## config.mk

```make
export PLATFORM = sky130hd
export DESIGN_NAME = apb_master_arbiter
export DESIGN_NICKNAME = d
export VERILOG_FILES = /design/src/rtl/apb_arb_pkg.sv /design/src/rtl/rr_arbiter.sv /design/src/rtl/apb_master_arbiter.sv
export SDC_FILE = /design/constraint.sdc
export NUM_CORES = 1
export LEC_CHECK = 0
export BUFFER_PORTS_ARGS = -buffer_cell sky130_fd_sc_hd__buf_2
export CAP_MARGIN = 20
export CORE_AREA = 2 2 161 163
export DETAILED_ROUTE_END_ITERATION = 8
export DIE_AREA = 0 0 163 165
export GPL_TIMING_DRIVEN = 0
export PLACE_DENSITY = 0.51
export SLEW_MARGIN = 20
export SYNTH_ARGS = -nofsm -noshare
export SYNTH_HDL_FRONTEND = slang
export SYNTH_HIERARCHICAL = 1
export SYNTH_SLANG_ARGS = --single-unit
```

## constraint.sdc

```tcl
create_clock -name PCLK -period 3.4 [get_ports PCLK]
set_clock_uncertainty 0.05 [all_clocks]
set_input_delay 0.68 -clock PCLK [delete_from_list [all_inputs] [get_ports PCLK]]
set_output_delay 0.68 -clock PCLK [all_outputs]
set_load 0.01 [all_outputs]
```

## src/rtl/apb_arb_pkg.sv

```systemverilog
// Shared types and defaults for the APB master arbiter.
//   arb_state_e : arbiter FSM states
//   rr_next     : cyclic index helper used by the round-robin search
package apb_arb_pkg;

  typedef enum logic [1:0] {
    ARB_IDLE = 2'd0,
    ISSUE    = 2'd1,
    WAIT     = 2'd2,
    RESP     = 2'd3
  } arb_state_e;

  localparam int unsigned DEF_NUM_REQ    = 4;
  localparam int unsigned DEF_ADDR_WIDTH = 32;
  localparam int unsigned DEF_DATA_WIDTH = 32;

  // Index reached by stepping 'step' places after 'base' on a ring of 'n'.
  function automatic int unsigned rr_next(input int unsigned base,
                                          input int unsigned step,
                                          input int unsigned n);
    return (base + step) % n;
  endfunction

endpackage

```

## src/rtl/rr_arbiter.sv

```systemverilog
// Combinational round-robin winner select.
//   req     : request vector, one bit per requester
//   ptr     : index of the last grantee (lowest priority this round)
//   winner  : first requesting index after ptr, cyclically
//   any_req : at least one request pending
module rr_arbiter
  import apb_arb_pkg::*;
#(
  parameter int unsigned NUM_REQ = DEF_NUM_REQ
) (
  input  logic [NUM_REQ-1:0]         req,
  input  logic [$clog2(NUM_REQ)-1:0] ptr,
  output logic [$clog2(NUM_REQ)-1:0] winner,
  output logic                       any_req
);

  localparam int unsigned ID_W = $clog2(NUM_REQ);

  int unsigned idx;
  logic        found;

  assign any_req = |req;

  // Scan starting one past the pointer so the last grantee is checked last.
  always_comb begin
    winner = ID_W'(0);
    found  = 1'b0;
    idx    = 0;
    for (int unsigned k = 1; k <= NUM_REQ; k++) begin
      idx = rr_next(32'(ptr), k, NUM_REQ);
      if (!found && req[idx]) begin
        winner = ID_W'(idx);
        found  = 1'b1;
      end
    end
  end

endmodule

```

## src/rtl/apb_master_arbiter.sv

```systemverilog
// Shares one apb_master between NUM_REQ requesters, one transfer at a time.
//   PCLK, PRESETn                 : clock, async active-low reset
//   req/req_addr/req_write/req_wdata : requester side, packed slice i = requester i
//   resp_valid/resp_rdata/resp_err   : one-cycle completion back to the grantee
//   busy, grant_id                : status
//   BADDR/BWRITE/BWDATA/start_transfer : command to apb_master
//   BRDATA, BERR                  : one-cycle result from apb_master
//   PSEL/PENABLE/PREADY           : APB bus taps used to spot completion
module apb_master_arbiter
  import apb_arb_pkg::*;
#(
  parameter int unsigned NUM_REQ    = DEF_NUM_REQ,
  parameter int unsigned ADDR_WIDTH = DEF_ADDR_WIDTH,
  parameter int unsigned DATA_WIDTH = DEF_DATA_WIDTH
) (
  input  logic                             PCLK,
  input  logic                             PRESETn,
  input  logic [NUM_REQ-1:0]               req,
  input  logic [NUM_REQ*ADDR_WIDTH-1:0]    req_addr,
  input  logic [NUM_REQ-1:0]               req_write,
  input  logic [NUM_REQ*DATA_WIDTH-1:0]    req_wdata,
  output logic [NUM_REQ-1:0]               resp_valid,
  output logic [DATA_WIDTH-1:0]            resp_rdata,
  output logic                             resp_err,
  output logic                             busy,
  output logic [$clog2(NUM_REQ)-1:0]       grant_id,
  output logic [ADDR_WIDTH-1:0]            BADDR,
  output logic                             BWRITE,
  output logic [DATA_WIDTH-1:0]            BWDATA,
  output logic                             start_transfer,
  input  logic [DATA_WIDTH-1:0]            BRDATA,
  input  logic                             BERR,
  input  logic                             PSEL,
  input  logic                             PENABLE,
  input  logic                             PREADY
);

  localparam int unsigned ID_W = $clog2(NUM_REQ);

  arb_state_e      state_q;
  arb_state_e      state_d;
  logic [ID_W-1:0] rr_ptr;
  logic [ID_W-1:0] winner;
  logic            any_req;
  logic            grant;
  logic            done;

  logic [ADDR_WIDTH-1:0] addr_arr  [NUM_REQ];
  logic [DATA_WIDTH-1:0] wdata_arr [NUM_REQ];

  // Unpack the requester buses into per-index arrays.
  for (genvar g = 0; g < NUM_REQ; g++) begin : g_slice
    assign addr_arr[g]  = req_addr[g*ADDR_WIDTH +: ADDR_WIDTH];
    assign wdata_arr[g] = req_wdata[g*DATA_WIDTH +: DATA_WIDTH];
  end

  assign done = PSEL & PENABLE & PREADY;

  rr_arbiter #(
    .NUM_REQ (NUM_REQ)
  ) u_rr (
    .req     (req),
    .ptr     (rr_ptr),
    .winner  (winner),
    .any_req (any_req)
  );

  // State register.
  always_ff @(posedge PCLK or negedge PRESETn) begin
    if (!PRESETn) begin
      state_q <= ARB_IDLE;
    end else begin
      state_q <= state_d;
    end
  end

  // Next state; RESP re-arbitrates so back-to-back grants lose no cycle.
  always_comb begin
    state_d = state_q;
    grant   = 1'b0;
    case (state_q)
      ARB_IDLE: begin
        if (any_req) begin
          grant   = 1'b1;
          state_d = ISSUE;
        end
      end
      ISSUE: begin
        state_d = WAIT;
      end
      WAIT: begin
        if (done) begin
          state_d = RESP;
        end
      end
      RESP: begin
        if (any_req) begin
          grant   = 1'b1;
          state_d = ISSUE;
        end else begin
          state_d = ARB_IDLE;
        end
      end
      default: begin
        state_d = ARB_IDLE;
      end
    endcase
  end

  // Payload capture at grant and registered status/strobe outputs.
  always_ff @(posedge PCLK or negedge PRESETn) begin
    if (!PRESETn) begin
      rr_ptr         <= ID_W'(NUM_REQ - 1);
      grant_id       <= ID_W'(0);
      BADDR          <= '0;
      BWRITE         <= 1'b0;
      BWDATA         <= '0;
      start_transfer <= 1'b0;
      busy           <= 1'b0;
      resp_valid     <= '0;
    end else begin
      if (grant) begin
        rr_ptr   <= winner;
        grant_id <= winner;
        BADDR    <= addr_arr[winner];
        BWRITE   <= req_write[winner];
        BWDATA   <= wdata_arr[winner];
      end
      start_transfer <= (state_d == ISSUE);
      busy           <= (state_d != ARB_IDLE);
      // grant_id cannot change on the WAIT->RESP edge, so it is safe to decode here.
      resp_valid     <= (state_d == RESP) ? (NUM_REQ'(1) << grant_id) : '0;
    end
  end

  // apb_master holds BRDATA/BERR for one cycle only, so pass them straight through.
  assign resp_rdata = (state_q == RESP) ? BRDATA : '0;
  assign resp_err   = (state_q == RESP) && BERR;

endmodule

```

## Word level (Yosys, flattened, before mapping)

Cells that the tools add are included.

| word-level totals | value |
|---|---|
| register bits | 77 |
| output and inout bits | 106 |
| word-level logic and storage cells | 70 |
| input bits | 302 |
| latch bits | 0 |
| memories | 0 |
| memory bits (writable) | 0 |
| ROM bits | 0 |

| operators by class | value |
|---|---|
| divide/modulo/power cells | 0 |
| $lt $le $gt $ge | 6 |
| shift operators | 1 |
| multiply operators | 0 |
| bitwise logic cells | 3 |
| add/subtract/negate cells | 4 |
| mux-type cells | 31 |
| eq/ne operators | 5 |
| reduce and logical (&&, ||, !) cells | 11 |

Operator list:

| kind | number |
|---|---|
| 32-bit two-way mux | 5 |
| 32-bit binary-select mux with 2-bit select | 2 |
| 2-bit by 3-bit < comparator with 1-bit output, second input constant | 5 |
| 2-bit two-way mux | 6 |
| 1-bit two-way mux | 11 |
| 1-bit binary-select mux with 2-bit select | 5 |
| 2-bit one-hot mux with 4 select lines | 1 |
| 2-bit equality test, second input constant | 3 |
| 2-bit by 1-bit adder with 2-bit output, second input constant | 2 |
| 2-bit adder, second input constant | 2 |
| 2-bit by 1-bit equality test with 1-bit output, second input constant | 2 |
| 1-bit logical AND | 4 |
| 4-bit two-way mux | 1 |
| 4-bit OR reduction | 1 |
| 1-bit by 2-bit << shifter with 4-bit output, first input constant | 1 |
| 3-bit greater-or-equal comparator, second input constant | 1 |
| 1-bit logical NOT | 3 |
| 2-bit NOT with 3-bit output | 1 |
| 1-bit AND | 2 |
| 2-bit logical NOT | 1 |
| 2-bit nonzero test | 1 |
| 2-bit OR reduction | 1 |

## Depth between registers and ports, before layout

Gate-level depths: netlist of run 1.

| depth | value |
|---|---|
| word-level depth | 17 |
| gate-level depth with buffers | 8 |
| mapped depth without buffers | 6 |

## Cells and area by module

The synthesis of run 1 kept the hierarchy.

By module, submodules not included:

| module | instances | cells an instance | area each (um^2) | seq. area each (um^2) |
|---|---|---|---|---|
| apb_master_arbiter | 1 | 445 | 4835.9 | 1929.4 |
| rr_arbiter | 1 | 14 | 81.3 | 0.0 |

## Least setup slack after synthesis of run 1

No wires, ideal clock.

| timing | value |
|---|---|
| kind | input to register |
| start point | input port req[0] |
| end point | register BADDR[10] |
| slack | 1.445 ns |
| required time | 3.217 ns |
| setup time | 0.133 ns |
| path buffers | 3 |
| stages on the path | 8 |
| arrival time | 1.772 ns |
| cells stage by stage | a21oi_1 -> a31oi_1 -> a21oi_1 -> buf_2 -> buf_6 -> buf_4 -> mux2i_1 -> o221ai_2 |

| between the ends | value |
|---|---|
| cells in the longest elaborated chain, start to end | 16 |
| elaborated cells on any way between the ends | 28 |
| those cells by class | 20 x mux; 1 x bitwise; 7 x reduce/logical |

RTL lines:

| what | line | text |
|---|---|---|
| start, declared | apb_master_arbiter.sv:18 | `input logic [NUM_REQ-1:0] req,` |
| 1-bit binary-select mux with 2-bit select | rr_arbiter.sv:31 | `if (!found && req[idx]) begin` |
| 1-bit two-way mux (not written as such) | rr_arbiter.sv:31 |  |
| 1-bit two-way mux | rr_arbiter.sv:31 |  |
| 1-bit logical NOT | rr_arbiter.sv:31 |  |
| 1-bit logical AND | rr_arbiter.sv:31 |  |
| 1-bit two-way mux | rr_arbiter.sv:31 |  |
| 1-bit logical NOT | rr_arbiter.sv:31 |  |
| 1-bit logical AND | rr_arbiter.sv:31 |  |
| 1-bit two-way mux | rr_arbiter.sv:31 |  |
| 1-bit logical NOT | rr_arbiter.sv:31 |  |
| 1-bit logical AND | rr_arbiter.sv:31 |  |
| 2-bit two-way mux * | rr_arbiter.sv:31 |  |
| net winner[1] | apb_master_arbiter.sv:43 | `logic [ID_W-1:0] winner;` |
| 2-bit NOT with 3-bit output (not written as such) * | apb_master_arbiter.sv:125 | `BADDR <= addr_arr[winner];` |
| 32-bit binary-select mux with 2-bit select * | apb_master_arbiter.sv:125 |  |
| 32-bit two-way mux (not written as such) * (2 in a row) | apb_master_arbiter.sv:125 |  |
| end signal, assigned | apb_master_arbiter.sv:125 |  |
| end, declared | apb_master_arbiter.sv:27 | `output logic [ADDR_WIDTH-1:0] BADDR,` |

The timed path passes the listed nets; every way through them passes the cells marked *. The select of a mux whose other input is x is not followed.
A chain may end at the register's enable or synchronous reset.

## Worst setup path in the final report of run 1

| timing | value |
|---|---|
| start point | register state_q[1] |
| end point | output port resp_rdata[2] |

| between the ends | value |
|---|---|
| cells in the longest elaborated chain, start to end | 2 |

RTL lines:

| what | line | text |
|---|---|---|
| start, declared | apb_master_arbiter.sv:40 | `arb_state_e state_q;` |
| start signal, assigned | apb_master_arbiter.sv:73 | `state_q <= state_d;` |
| 2-bit equality test | apb_master_arbiter.sv:137 | `assign resp_rdata = (state_q == RESP) ? BRDATA : '0;` |
| 32-bit two-way mux | apb_master_arbiter.sv:137 |  |
| end, declared | apb_master_arbiter.sv:23 | `output logic [DATA_WIDTH-1:0] resp_rdata,` |

No other way between the ends.

==> run summary, run 1 <==
post-synth top area cell: dfrtp_1
DR iter-0 viols: 190
cell breakdown of the critical path: ha_1, clkbuf_1, and2_1, buf_2
diodes inserted: 0
Synth area leaders: dfrtp_1, mux2i_1, o221ai_1
Max Cap Viol: 0
Die H: 165 um
max incr delay on CP: 0.39 ns
top-count cell post-synth: mux2i_1
peak supply drop: 299 uV
setup violators final: 0
CTS tree: yes
P&R area growth vs syn: 56.1%
clock sinks: 77
period utilization: 0.705
slew margin rel.: 0.581
I/O Buffers: 407
die width: 163 um
Setup Crit Path Kind: register to primary output
Vias: 5,248
EDFF count, synth: 0
Sequential cell area: 1930 um2
nets: 1,183
vias in the first global route: 5,286
synthesized flop and latch total: 77
post_cts resized: 0
async set-reset flop share out of synthesis: 1.00
syn_nets: 764
Mapped Area: 4920 um2
area of the multi-input gates: 2680 um2
Worst EP arrival: 1.67 ns
Yosys top cell area share: 0.382
core footprint: 25,000 um2
min cycle time layout: 2.40 ns
status: completed
filler instances: 2,667
share of cells above drive strength 1: 0.535
Die Area: 26,900 um2
Min Hold Slack: 0.239 ns
Clock Path Buffers: 2
Synth Warn #: 6
clk_lat worst skew: 0.34 ns
average wire per standard cell: 17.8 um
row cnt: 58
worst-margin pin slew: 0.629 ns
Final Core Density: 0.307
Final Hold Viols: 0
Syn Area/Cell: 10.7 um2
Top FF cell, synth: dfrtp_1
Fin Setup TNS: 0 ns
first-pass GRT wire length: 30,500 um
Hold Buf Count CTS: 0
drt pass-1 iters: 4
ANT nets after route: 0
initial antenna violation count: 0
Total GRT Usage: 0.152
Ports: 408
initial core utilization: 0.196
TritonCTS buffer count: 9
Post-synth top cells: mux2i_1, nand2_1, dfrtp_1
clock-pin slew on the worst setup and hold paths: 0.07 ns
total wire length: 21,500 um
sequential element share of the synthesized area: 0.392
Overflow after GRT: 0
setup bufs post-CTS: 0
Post-DP HPWL: 17,600 um
Max Clk Rate: 0.417 GHz
Cells after Synth: 459
Worst setup EP type: primary output
post-route design area: 7680 um2
Final Max Tran Viols: 0
htree depth: 3
Placer Congestion: 0.812
DRC: 0
post-synth cell types: 30
DR vias/cell: 4.33
Max stage delay cell, worst path: dfrtp_1
power density over the cells: 900 nW/um2
CP Max Fanout: 10
worst min path class: input port to asynchronous set/reset pin
RSZ-0062 raised after global routing: no
P_leak: 4.15 nW
Total Power: 0.00691 W
startpoint class of the critical path: register
Worst EP required: 2.67 ns
largest net degree at the start of global routing: 43
clock root buffer: clkbuf_16
placed cell area: 7400 um2
[area by class of cell]
cell class	count	area share
Multi-Input combinational cell	336	0.349
Timing Repair Buffer	408	0.269
Sequential cell	77	0.251
Tap cell	330	0.0538
Buffer	40	0.0370
Clock buffer	10	0.0298
Clock inverter	4	0.00668
Inverter	6	0.00293
[report_power, final]
group          switching, W  internal, W  total [W]
clock              0.000409     0.000562   0.000971
sequential         0.000257      0.00142    0.00167
combinational       0.00247      0.00180    0.00427
total               0.00313      0.00378    0.00691
[cells by family (layout without fill, tap and decap cells)]
family	after synthesis	after routing	share of synthesized area
AO/OA/AOI/OAI	73	73	0.144
adder cells (fa/ha/maj)	3	3	0.00763
buffers and inverters	46	468	0.0623
flip-flops	77	77	0.392
multiplexers	131	131	0.267
AND/OR/NAND/NOR	129	129	0.127
[metal layers]
layer	vias up	wire length [um]	track usage
met4	0	252	0.0362
met1	2447	8650	0.175
met3	13	1420	0.0329
li1	2537	-	-
met5	-	0	0
met2	251	11200	0.284
[cells in the final DEF (no fill, tap or decap), drive strengths merged]
cell	Yosys	routed
buf	28	436
mux2i	131	131
nand2	80	80
dfrtp	75	75
o221ai	66	66
and2	33	33
clkbuf	12	22
inv	6	6
nor2	4	4
nand2b	3	3
ha	3	3
a21oi	3	3
nor2b	3	3
nor4b	2	2
dfstp	2	2
o21ai	2	2
clkinv	0	2
nand3	1	1
o311a	1	1
and3b	1	1
nor4	1	1
nor3	1	1
clkinvlp	0	1
bufinv	0	1
a31oi	1	1
[flip-flops by register name, summed over array words and instances, names as in the netlist]
register and cells:
state_q 2, BADDR 32, BWRITE 1, rr_ptr 2, grant_id 2, resp_valid 4
start_transfer 1, BWDATA 32, busy 1
[path summary, 6_finish.rpt]
path,startpoint,end,slack (ns),cells past startpoint
worst max-delay path,state_q[1],resp_rdata[2],1.00,4
worst min-delay path,PRESETn,BADDR[1],0.24,1
worst max register to register,rr_ptr[1],BADDR[20],1.09,6
worst min register to register,BADDR[9],BADDR[9],0.43,2
max in group asynchronous,PRESETn,rr_ptr[1],2.39,2
min in group PCLK,BADDR[9],BADDR[9],0.43,2
[worst max-delay path: cells and delay by family, from the launching register on]
family	cells	cell delay (ns)
simple gates	1	0.21
flops	1	0.39
fa+ha+maj	1	0.29
buf+inv	2	0.44
[metrics by stage]
stage / std cells / worst slack, ns
4_1_cts: 1211 / 0.980
3_5_place_dp: 1197 / 0.653
5_1_grt: 1211 / 0.875
2_1_floorplan: 459 / 1.44
6_report: 1211 / 1.00
3_3_place_gp: 1196 / 0.686
(Power assumes the default switching activity.)
==> inputs of run 2 (changes only) <==
--- a/config.mk
+++ b/config.mk
@@ -11,7 +11,7 @@
 export DETAILED_ROUTE_END_ITERATION = 8
 export DIE_AREA = 0 0 163 165
 export GPL_TIMING_DRIVEN = 0
-export PLACE_DENSITY = 0.51
+export PLACE_DENSITY = 0.53
 export SLEW_MARGIN = 20
 export SYNTH_ARGS = -nofsm -noshare
 export SYNTH_HDL_FRONTEND = slang
==> constraint.sdc (replaced) <==
create_clock -name PCLK -period 2.2 [get_ports PCLK]
set_clock_uncertainty 0.05 [all_clocks]
set_input_delay 0.44 -clock PCLK [delete_from_list [all_inputs] [get_ports PCLK]]
set_output_delay 0.44 -clock PCLK [all_outputs]
set_load 0.01 [all_outputs]
==> run 2 against run 1 <==
Combinational power up 55%. Clock-buffer cell count up 2. Critical endpoint is now resp_rdata[8]. Worst hold slack lost 0.23 ns. Sequential power increased by 56%. Critical path type unchanged.
==> run summary, run 2 (synthesized netlist as in run 1, its figures left out) <==
max incr delay on CP: 0.39 ns (about the same)
biggest registers after layout: BADDR: 32 flops, BWDATA: 32 flops, resp_valid: 4 flops
sequential power share: 0.243 (about the same)
initial antenna violation count: 2 (+2)
Switching Fraction: 0.449 (-0.00426)
Fin Setup TNS: 0 ns (unchanged)
most frequent cells in the layout: buf_2, mux2i_1, nand2_1
clock sinks: 77 (unchanged)
final std cells w/o fill: 1,214 (+0.25%)
TritonCTS buffer count: 9 (unchanged)
post_cts resized: 6 (+6)
largest net degree at the start of global routing: 45 (+4.7%)
post-route design area: 7760 um2 (+1.0%)
Hold Buf Count CTS: 0 (unchanged)
Placer Congestion: 0.828 (+2.0%)
startpoint class of the critical path: register
slew margin rel.: 0.643 (+0.0618)
most common cell after layout, fill and taps aside: buf_2
Vias: 5,280 (+0.61%)
worst path bufs/invs: 2 (unchanged)
Clk pwr share: 0.137 (-0.004)
peak supply drop: 469 uV (+57%)
Max Clk Rate: 0.480 GHz
clk_lat worst skew: 0.34 ns (about the same)
P&R area growth vs syn: 57.8%
Worst EP required: 1.71 ns (-0.96 ns)
DR vias/cell: 4.35 (+0.36%)
P_leak: 4.16 nW (about the same)
first-pass GRT wire length: 30,200 um (-0.79%)
worst-margin pin slew: 0.536 ns (-0.0926 ns)
Internal Power: 0.00588 W (+56%)
RSZ-0062 raised after global routing: no
cell breakdown of the critical path: ha_1, clkbuf_2, and2_1, buf_2
share of cells above drive strength 1: 0.552 (+0.0169)
Post-DP HPWL: 17,400 um (-1.0%)
placed cell area: 7400 um2 (unchanged)
Final Hold Viols: 0 (unchanged)
drt pass-1 iters: 4 (unchanged)
Setup Crit Path Kind: register to primary output
Clock Path Buffers: 2 (unchanged)
Final Max Tran Viols: 0 (unchanged)
Worst setup EP type: primary output
average wire per standard cell: 17.2 um (-3.0%)
Comb pwr share: 0.620 (+0.003)
clock root buffer: clkbuf_16
NetSw: 0.00479 W (+53%)
die width: 163 um (unchanged)
DRC: 0 (unchanged)
Die H: 165 um (unchanged)
setup bufs post-CTS: 0 (unchanged)
I/O Buffers: 407 (unchanged)
row cnt: 58 (unchanged)
placed insts: 1,197 (unchanged)
ANT nets after route: 0 (unchanged)
total wire length: 20,900 um (-2.8%)
period utilization: 0.946
core footprint: 25,000 um2 (unchanged)
clock-pin slew on the worst setup and hold paths: 0.06 ns (about the same)
htree depth: 3 (unchanged)
min cycle time layout: 2.08 ns
Max stage delay cell, worst path: dfrtp_1
setup violators final: 0 (unchanged)
Total GRT Usage: 0.150 (-0.00218)
Die Area: 26,900 um2 (unchanged)
Ports: 408 (unchanged)
power density over the cells: 1380 nW/um2 (+53%)
CP Max Fanout: 10 (unchanged)
status: completed
DR iter-0 viols: 227 (+19%)
worst min path class: input port to asynchronous set/reset pin
Worst EP arrival: 1.59 ns (-0.08 ns)
CTS tree: yes
Max Cap Viol: 0 (unchanged)
vias in the first global route: 5,387 (+1.9%)
initial core utilization: 0.196 (unchanged)
Overflow after GRT: 0 (unchanged)
nets: 1,183 (unchanged)
delay-heaviest family, CP: flip-flops
run 2: per-layer routing:
layer  track usage  part of all wire
met1         0.173              0.40
met2         0.273              0.51
met5             0           0.00062
met4        0.0503             0.021
met3        0.0329             0.069
run 2: power by group through the flow:
stage / clock network [W] / logic (W) / registers, W
2_1_floorplan: 0 / 0.00394 / 0.00287
3_3_place_gp: 0 / 0.00663 / 0.00260
3_5_place_dp: 0 / 0.00671 / 0.00260
4_1_cts: 0.00153 / 0.00674 / 0.00260
5_1_grt: 0.00160 / 0.00728 / 0.00269
6_report: 0.00146 / 0.00662 / 0.00260
run 2: final timing paths:
check / cells past startpoint / slack (ns) / end / from
worst min register to register: 2 / 0.43 / BADDR[6] / BADDR[6]
worst max-delay path: 4 / 0.12 / resp_rdata[8] / state_q[1]
worst max register to register: 7 / 0.17 / BADDR[18] / rr_ptr[1]
min in group PCLK: 3 / 0.36 / BADDR[12] / req_addr[44]
worst min-delay path: 1 / 0.007 / BWDATA[17] / PRESETn
max in group asynchronous: 2 / 1.44 / rr_ptr[1] / PRESETn
run 2: final cells by class:
class,instances,area [um2]
fill,2704,17300
multi-input combinational,336,2720
timing repair buffer,408,2070
sequential,77,1930
tap,330,413
buffer,40,313
clock buffer,12,256
clock inverter,4,31.3
inverter,6,22.5
antenna,1,2.50
run 2: metrics by stage:
stage | hold slack [ns] | power [W] | utilization | setup slack, ns
3_5_place_dp | 0.382 | 0.00932 | 0.295 | -0.228
6_report | 0.00688 | 0.0107 | 0.310 | 0.119
2_1_floorplan | 0.0944 | 0.00681 | - | 0.449
3_3_place_gp | 0.416 | 0.00923 | 0.294 | -0.230
4_1_cts | 0.00557 | 0.0109 | 0.308 | 0.00866
5_1_grt | 0.0231 | 0.0116 | 0.310 | 0.00632
run 2: worst reg2reg max path, delay by kind of cell (launching register included):
kind	cells	cell delay (ns)
compound gates	3	0.44
buf+inv	3	0.55
flops	1	0.59
mux	1	0.25
